==> config.mk <==
export PLATFORM = sky130hd
export DESIGN_NAME = pattern
export DESIGN_NICKNAME = d
export VERILOG_FILES = /design/src/rtl/pattern_pkg.sv /design/src/rtl/pattern.sv
export SDC_FILE = /design/constraint.sdc
export NUM_CORES = 1
export LEC_CHECK = 0
export ABC_CLOCK_PERIOD_IN_PS = 2400
export CAP_MARGIN = 20
export CORE_AREA = 2 2 39 41
export CTS_CLUSTER_DIAMETER = 40
export DETAILED_ROUTE_END_ITERATION = 6
export DIE_AREA = 0 0 41 43
export GPL_TIMING_DRIVEN = 0
export PLACE_DENSITY_LB_ADDON = 0.1
export SYNTH_ARGS = -nofsm -noshare
export SYNTH_HDL_FRONTEND = slang
export SYNTH_SLANG_ARGS = --single-unit
export TNS_END_PERCENT = 50
==> constraint.sdc <==
create_clock -name clk -period 2.4 [get_ports clk]
set_clock_uncertainty 0.15 [all_clocks]
set_input_delay 0.48 -clock clk [delete_from_list [all_inputs] [get_ports clk]]
set_output_delay 0.48 -clock clk [all_outputs]
set_load 0.01 [all_outputs]
==> src/rtl/pattern_pkg.sv <==
// ---------------------------------------------------------------------------
// pattern_pkg
//
// Shared definitions for the serial 1-0-0-1-0 pattern detector.
// Holds the 6-bit state type and the one-hot state codes that the
// pattern module uses as its parameter defaults.
//
// Contents:
//   state_t        6-bit one-hot state vector type
//   PAT_S_R        idle / nothing matched
//   PAT_S_1        "1" matched
//   PAT_S_10       "10" matched
//   PAT_S_100      "100" matched
//   PAT_S_1001     "1001" matched
//   PAT_S_10010    full pattern "10010" detected
// ---------------------------------------------------------------------------
package pattern_pkg;

    typedef logic [5:0] state_t;

    localparam state_t PAT_S_R     = 6'b000001;
    localparam state_t PAT_S_1     = 6'b000010;
    localparam state_t PAT_S_10    = 6'b000100;
    localparam state_t PAT_S_100   = 6'b001000;
    localparam state_t PAT_S_1001  = 6'b010000;
    localparam state_t PAT_S_10010 = 6'b100000;

endpackage

==> src/rtl/pattern.sv <==
// ---------------------------------------------------------------------------
// pattern
//
// Moore FSM that watches a serial bit stream and flags the pattern
// 1-0-0-1-0 (first bit earliest).  One bit is consumed on every rising
// clock edge where valid is high; while valid is low the state holds and
// the data bit is ignored.  The state register is one-hot; any value that
// is not one of the six legal codes falls back to idle on the next edge.
//
// Configuration macro:
//   PATTERN_OVERLAP_EN  when defined, the tail "10" of a detected pattern
//                       is reused so "10010010" reports two hits; when
//                       undefined, detection is non-overlapping and five
//                       fresh bits are needed after every hit.
//
// Ports:
//   clk    in   1  rising-edge clock
//   rst    in   1  synchronous, active-high reset (to idle, out=0)
//   in     in   1  serial data bit, sampled only when valid=1
//   valid  in   1  qualifies in
//   out    out  1  high exactly while the FSM sits in the detected state
// ---------------------------------------------------------------------------
module pattern
    import pattern_pkg::*;
#(
    parameter state_t S_R     = PAT_S_R,
    parameter state_t S_1     = PAT_S_1,
    parameter state_t S_10    = PAT_S_10,
    parameter state_t S_100   = PAT_S_100,
    parameter state_t S_1001  = PAT_S_1001,
    parameter state_t S_10010 = PAT_S_10010
)
(
    input  logic clk,
    input  logic rst,
    input  logic in,
    input  logic valid,
    output logic out
);

    state_t state;
    state_t nextState;

    // State register.  Reset wins over everything else so a partial match
    // in progress is thrown away.
    always_ff @(posedge clk) begin
        if (rst) begin
            state <= S_R;
        end else begin
            state <= nextState;
        end
    end

    // Next-state logic.  Each legal state either holds (valid low) or
    // follows the pattern-matching transition for the incoming bit, falling
    // back to the longest prefix of 10010 that is still a suffix of what has
    // been seen.  Anything that is not a legal one-hot code lands in the
    // default branch and recovers to idle regardless of valid.
    always_comb begin
        nextState = S_R;
        case (state)
            S_R:     nextState = valid ? (in ? S_1    : S_R)    : state;
            S_1:     nextState = valid ? (in ? S_1    : S_10)   : state;
            S_10:    nextState = valid ? (in ? S_1    : S_100)  : state;
            S_100:   nextState = valid ? (in ? S_1001 : S_R)    : state;
            S_1001:  nextState = valid ? (in ? S_1    : S_10010) : state;
`ifdef PATTERN_OVERLAP_EN
            // The trailing "10" of a hit is kept, so a following 0 already
            // gives "100".
            S_10010: nextState = valid ? (in ? S_1    : S_100)  : state;
`else
            // A hit consumes all five bits; matching restarts from scratch.
            S_10010: nextState = valid ? (in ? S_1    : S_R)    : state;
`endif
            default: nextState = S_R;
        endcase
    end

    // Moore output: a pure decode of the state register, so there is no
    // path from in or valid to out.
    assign out = (state == S_10010);

endmodule

### Word-level counts from Yosys, hierarchy flattened

Index checks and enable logic that the tools add are counted.

| operators by class | value |
|---|---|
| multipliers | 0 |
| reductions and logical operators | 2 |
| bitwise gates (word level) | 0 |
| add/subtract/negate cells | 0 |
| order comparisons | 0 |
| multiplexer cells | 11 |
| divide/modulo/power cells | 0 |
| eq/ne operators | 11 |
| shift-type cells | 0 |

Operators with widths:

| operator | number |
|---|---|
| 6-bit 2-to-1 mux | 6 |
| 6-bit case mux with 5 select lines | 1 |
| 2-bit inequality test, second input constant | 4 |
| 6-bit by 1-bit == test with 1-bit output, second input constant | 1 |
| 6-bit by 2-bit == test with 1-bit output, second input constant | 1 |
| 6-bit by 3-bit == test with 1-bit output, second input constant | 1 |
| 6-bit by 4-bit == test with 1-bit output, second input constant | 1 |
| 6-bit by 5-bit == test with 1-bit output, second input constant | 1 |
| 6-bit == test, second input constant | 1 |
| 5-bit 2-to-1 mux | 1 |
| 5-bit AND reduction | 1 |
| 4-bit 2-to-1 mux | 1 |
| 3-bit 2-to-1 mux | 1 |
| 2-bit 2-to-1 mux | 1 |
| 2-bit by 1-bit inequality test with 1-bit output, second input constant | 1 |
| 2-bit OR reduction | 1 |

| word-level totals | value |
|---|---|
| bits of input ports | 4 |
| bits in latches | 0 |
| memory bits (writable) | 0 |
| bits in registers | 6 |
| memories | 0 |
| ROM bits | 0 |
| word-level logic and storage cells | 25 |
| output and inout port bits | 1 |

### Logic depth before layout (Yosys ltp)

Gate-level depths: netlist (run 1).

| depth | value |
|---|---|
| depth in word-level cells | 4 |
| depth in mapped cells | 5 |
| depth with buffers taken out | 4 |

### Worst setup path before layout (run 1)

OpenSTA, ideal clock, no wires.

| timing path | value |
|---|---|
| kind | register to output |
| start point | register state[1] |
| end point | output port out |
| stages on the path, launching flop included | 4 |
| arrival | 1.222 ns |
| setup slack | 0.548 ns |
| required time | 1.770 ns |
| path buffers | 1 |
| cell sequence | dfxtp_1 > buf_6 > or4b_1 > nor3_1 |

| on the way | value |
|---|---|
| cells in the longest elaborated chain, start to end | 1 |

RTL lines:

| what | line | RTL |
|---|---|---|
| from (decl) | pattern.sv:41 | `state_t state;` |
| from (signal assigned) | pattern.sv:50 | `state <= nextState;` |
| 6-bit == test | pattern.sv:81 | `assign out = (state == S_10010);` |
| to (decl) | pattern.sv:38 | `output logic out` |

Every way passes these cells.

### Final worst setup path (run 1)

Same ends and word-level chain as after synthesis.

==> results of run 1 <==
==> final timing paths <==
check | to | slack, ns | cells past startpoint
worst max-delay path | out | 0.12 | 4
worst min-delay path | state[5] | 0.47 | 2
worst max register to register | state[0] | 0.56 | 5
worst min register to register | state[5] | 0.47 | 2
==> metal layers <==
metal  GRT usage (%)  part of all wire, %  up-vias
met5               0                    0        -
met4            8.00                 0.65        0
met3            1.57                  3.5        2
met2            14.7                   45        6
met1            17.5                   50      154
li1                -                    -      186
==> per-stage QoR <==
step	utilization (%)	total power, mW	hold WS (ns)
2_1_floorplan	-	0.136	0.398
3_3_place_gp	32.4	0.147	0.458
3_5_place_dp	32.4	0.147	0.454
4_1_cts	33.9	0.237	0.463
5_1_grt	33.9	0.247	0.525
6_report	33.9	0.232	0.470
==> cells in the mapped netlist (all sizes together) <==
cell / n
o21ai: 2
a31oi: 1
nor2b: 1
buf: 1
nand2b: 1
xnor2: 1
or4b: 2
nand4b: 1
nor2: 4
o2111ai: 1
or2: 1
clkbuf: 2
xor2: 1
nor3: 6
or3: 1
o21a: 1
mux2i: 2
inv: 1
o211ai: 1
a211oi: 1
a21oi: 2
nor3b: 3
dfxtp: 6
or4: 1
nor4b: 2
==> final cells by class <==
type / count / area [um^2] / area share (%)
repair buffers: 3 / 28.8 / 6.13
clock buffers: 3 / 22.5 / 4.80
well taps: 16 / 20.0 / 4.27
inverters: 1 / 3.75 / 0.800
multi-input cells: 36 / 255 / 54.4
plain buffers: 3 / 18.8 / 4.00
flip-flops and latches: 6 / 120 / 25.6
==> worst max-delay path, stage by stage, from the launching register on <==
cell           delay [ns]
dfxtp_1              0.30
buf_6                0.13
or4b_1               0.53
nor3_1               0.16
dlygate4sd2_1        0.29
==> cell families after synthesis <==
group	synth area share, %
AO/OA/AOI/OAI	15.7
XOR/XNOR	4.40
buffers and inverters	5.66
flip-flops	30.2
multiplexers	5.03
AND/OR/NAND/NOR	39.0
==> power by group <==
part	total, mW	leakage (nW)	switching, mW	internal [mW]
combinational	0.0391	0.0972	0.0199	0.0192
sequential	0.106	0.0487	0.00324	0.103
clock	0.0867	0.0138	0.0306	0.0562
total	0.232	0.160	0.0537	0.178
==> what timing repair did <==
item                       in CTS  in global routing
resized for setup               1                  0
hold buffers                    0                  0
setup endpoints to repair       1                  0
==> flow_summary_export.csv, run 1 <==
group,metric,value,unit
logic_synthesis,ys_top_cells_by_area,"dfxtp_1, nor3_1, mux2i_1, or4b_1, nor4b_1",
logic_synthesis,seq_area_frac_synth,30.2,%
global_routing,grt_usage,11.7,%
place,io_buffers,3,
worst_setup_path,critPathLaunch,"state[1]",
die,core_area,1380,um^2
drt,dr.pass1.iters,2,
power_and_ir_drop,cellLeakagePower,0.160,nW
die,rows,14,
worst_setup_path,critical_path_arrival,1.65,ns
cts,clkLatencyLatePin,0.23,ns
timing,finalHoldViolCount,0,
logic_synthesis,synthDistinctLibCells,26,
logic_synthesis,syn_nets,50,
cts,clk_path_buf_depth,2,
global_routing,grt-ovfl-total,0,
cts,postCtsSetupBuffers,0,
logic_synthesis,yosysWarnings,0,
logic_synthesis,synth_top_area_share,30.2,%
place,finalWeightedCongestion,0.736,
place,dp_cells,65,
place,place_area,448,um^2
global_routing,antenna_found_initial,0,
drt,routed_wirelength,773,um
worst_setup_path,critPathKind,"reg -> out",
die,fp.dieH,43,um
hold_path,hold_path.class,"reg -> reg",
timing,setup_viol,0,
cells_and_area,synthToLayoutAreaGrowth,17.9,%
cts,root_buffer,"clkbuf_4",
global_routing,grt_start_max_net_pins,10,
timing,timing.setup.tns,0,ns
cts,clock-sinks,6,
cells_and_area,final_cell_mix,"nor3_1, dfxtp_1, nor2_1",
die,initial_core_util,28.8,%
global_routing,grt_pass1_wl,1.40,mm
global_routing,grt_pass1_vias,330,
timing,rsz0062_at_grt,"false",
job,maxCapViolCount,0,
cells_and_area,fin_area,469,um^2
timing,timing.fmax,0.440,GHz
cts,clk_pin_slew,0.04,ns
cells_and_area,top_register,"state",
cells_and_area,largest_register_ffs,6,
cells_and_area,top_regs,"state x6",
timing,fin_crit,2.28,ns
die,die_w,41,um
drt,antenna_left,0,
logic_synthesis,synth_top_area_cell,"dfxtp_1",
timing,relSlewSlack,72.9,%
place,pre_cts_ws,0.0943,ns
worst_setup_path,start_kind,"register",
place,hpwl,597,um
drt,num_vias,348,
logic_synthesis,synth_cells,46,
run_status,status,"finished, final reports clean",
power_and_ir_drop,ir_drop,186,uV
cells_and_area,drive_gt1_share,15.4,%
drt,via_per_inst,5.12,
cells_and_area,n_antenna_cell,0,
timing,report.final.slew_viol_count,0,
power_and_ir_drop,powerDensity,494,nW/um^2
hold_path,hold_path_startpoint,"state[5]",
worst_setup_path,required,1.77,ns
worst_setup_path,worst-path-max-fanout,9,
drt,wl_per_cell,11.4,um
worst_setup_path,r2r-start,"state[1]",
timing,layout_setup_ws,0.125,ns
timing,fin_crit_sh,94.8,%
timing,tightest_slew,0.404,ns
cells_and_area,nNetsFinal,58,
cells_and_area,fillers,157,
logic_synthesis,ys_ff_latch,6,
die,num_io_pins,5,
drt,route.detailed.drc,0,
cts,cts_tree,"yes",
die,die_area,1760,um^2
drt,drtIter0Drc,3,
cts,h-tree-depth,1,
logic_synthesis,synth_area_per_cell,8.65,um^2
cells_and_area,stdcell_count,68,
logic_synthesis,synth_area,398,um^2
worst_setup_path,crit_path_end_kind,"output port",
cts,cts_inserted_buffers,3,
No activity file was read; power rests on OpenSTA's default activity.
==> inputs of run 2 (changes only) <==
--- a/config.mk
+++ b/config.mk
@@ -12,6 +12,7 @@
 export DETAILED_ROUTE_END_ITERATION = 6
 export DIE_AREA = 0 0 41 43
 export GPL_TIMING_DRIVEN = 0
+export HOLD_SLACK_MARGIN = 0.02
 export PLACE_DENSITY_LB_ADDON = 0.1
 export SYNTH_ARGS = -nofsm -noshare
 export SYNTH_HDL_FRONTEND = slang
==> results of run 2 <==
The final DEF is identical to that of run 1; final timing and power are the same.
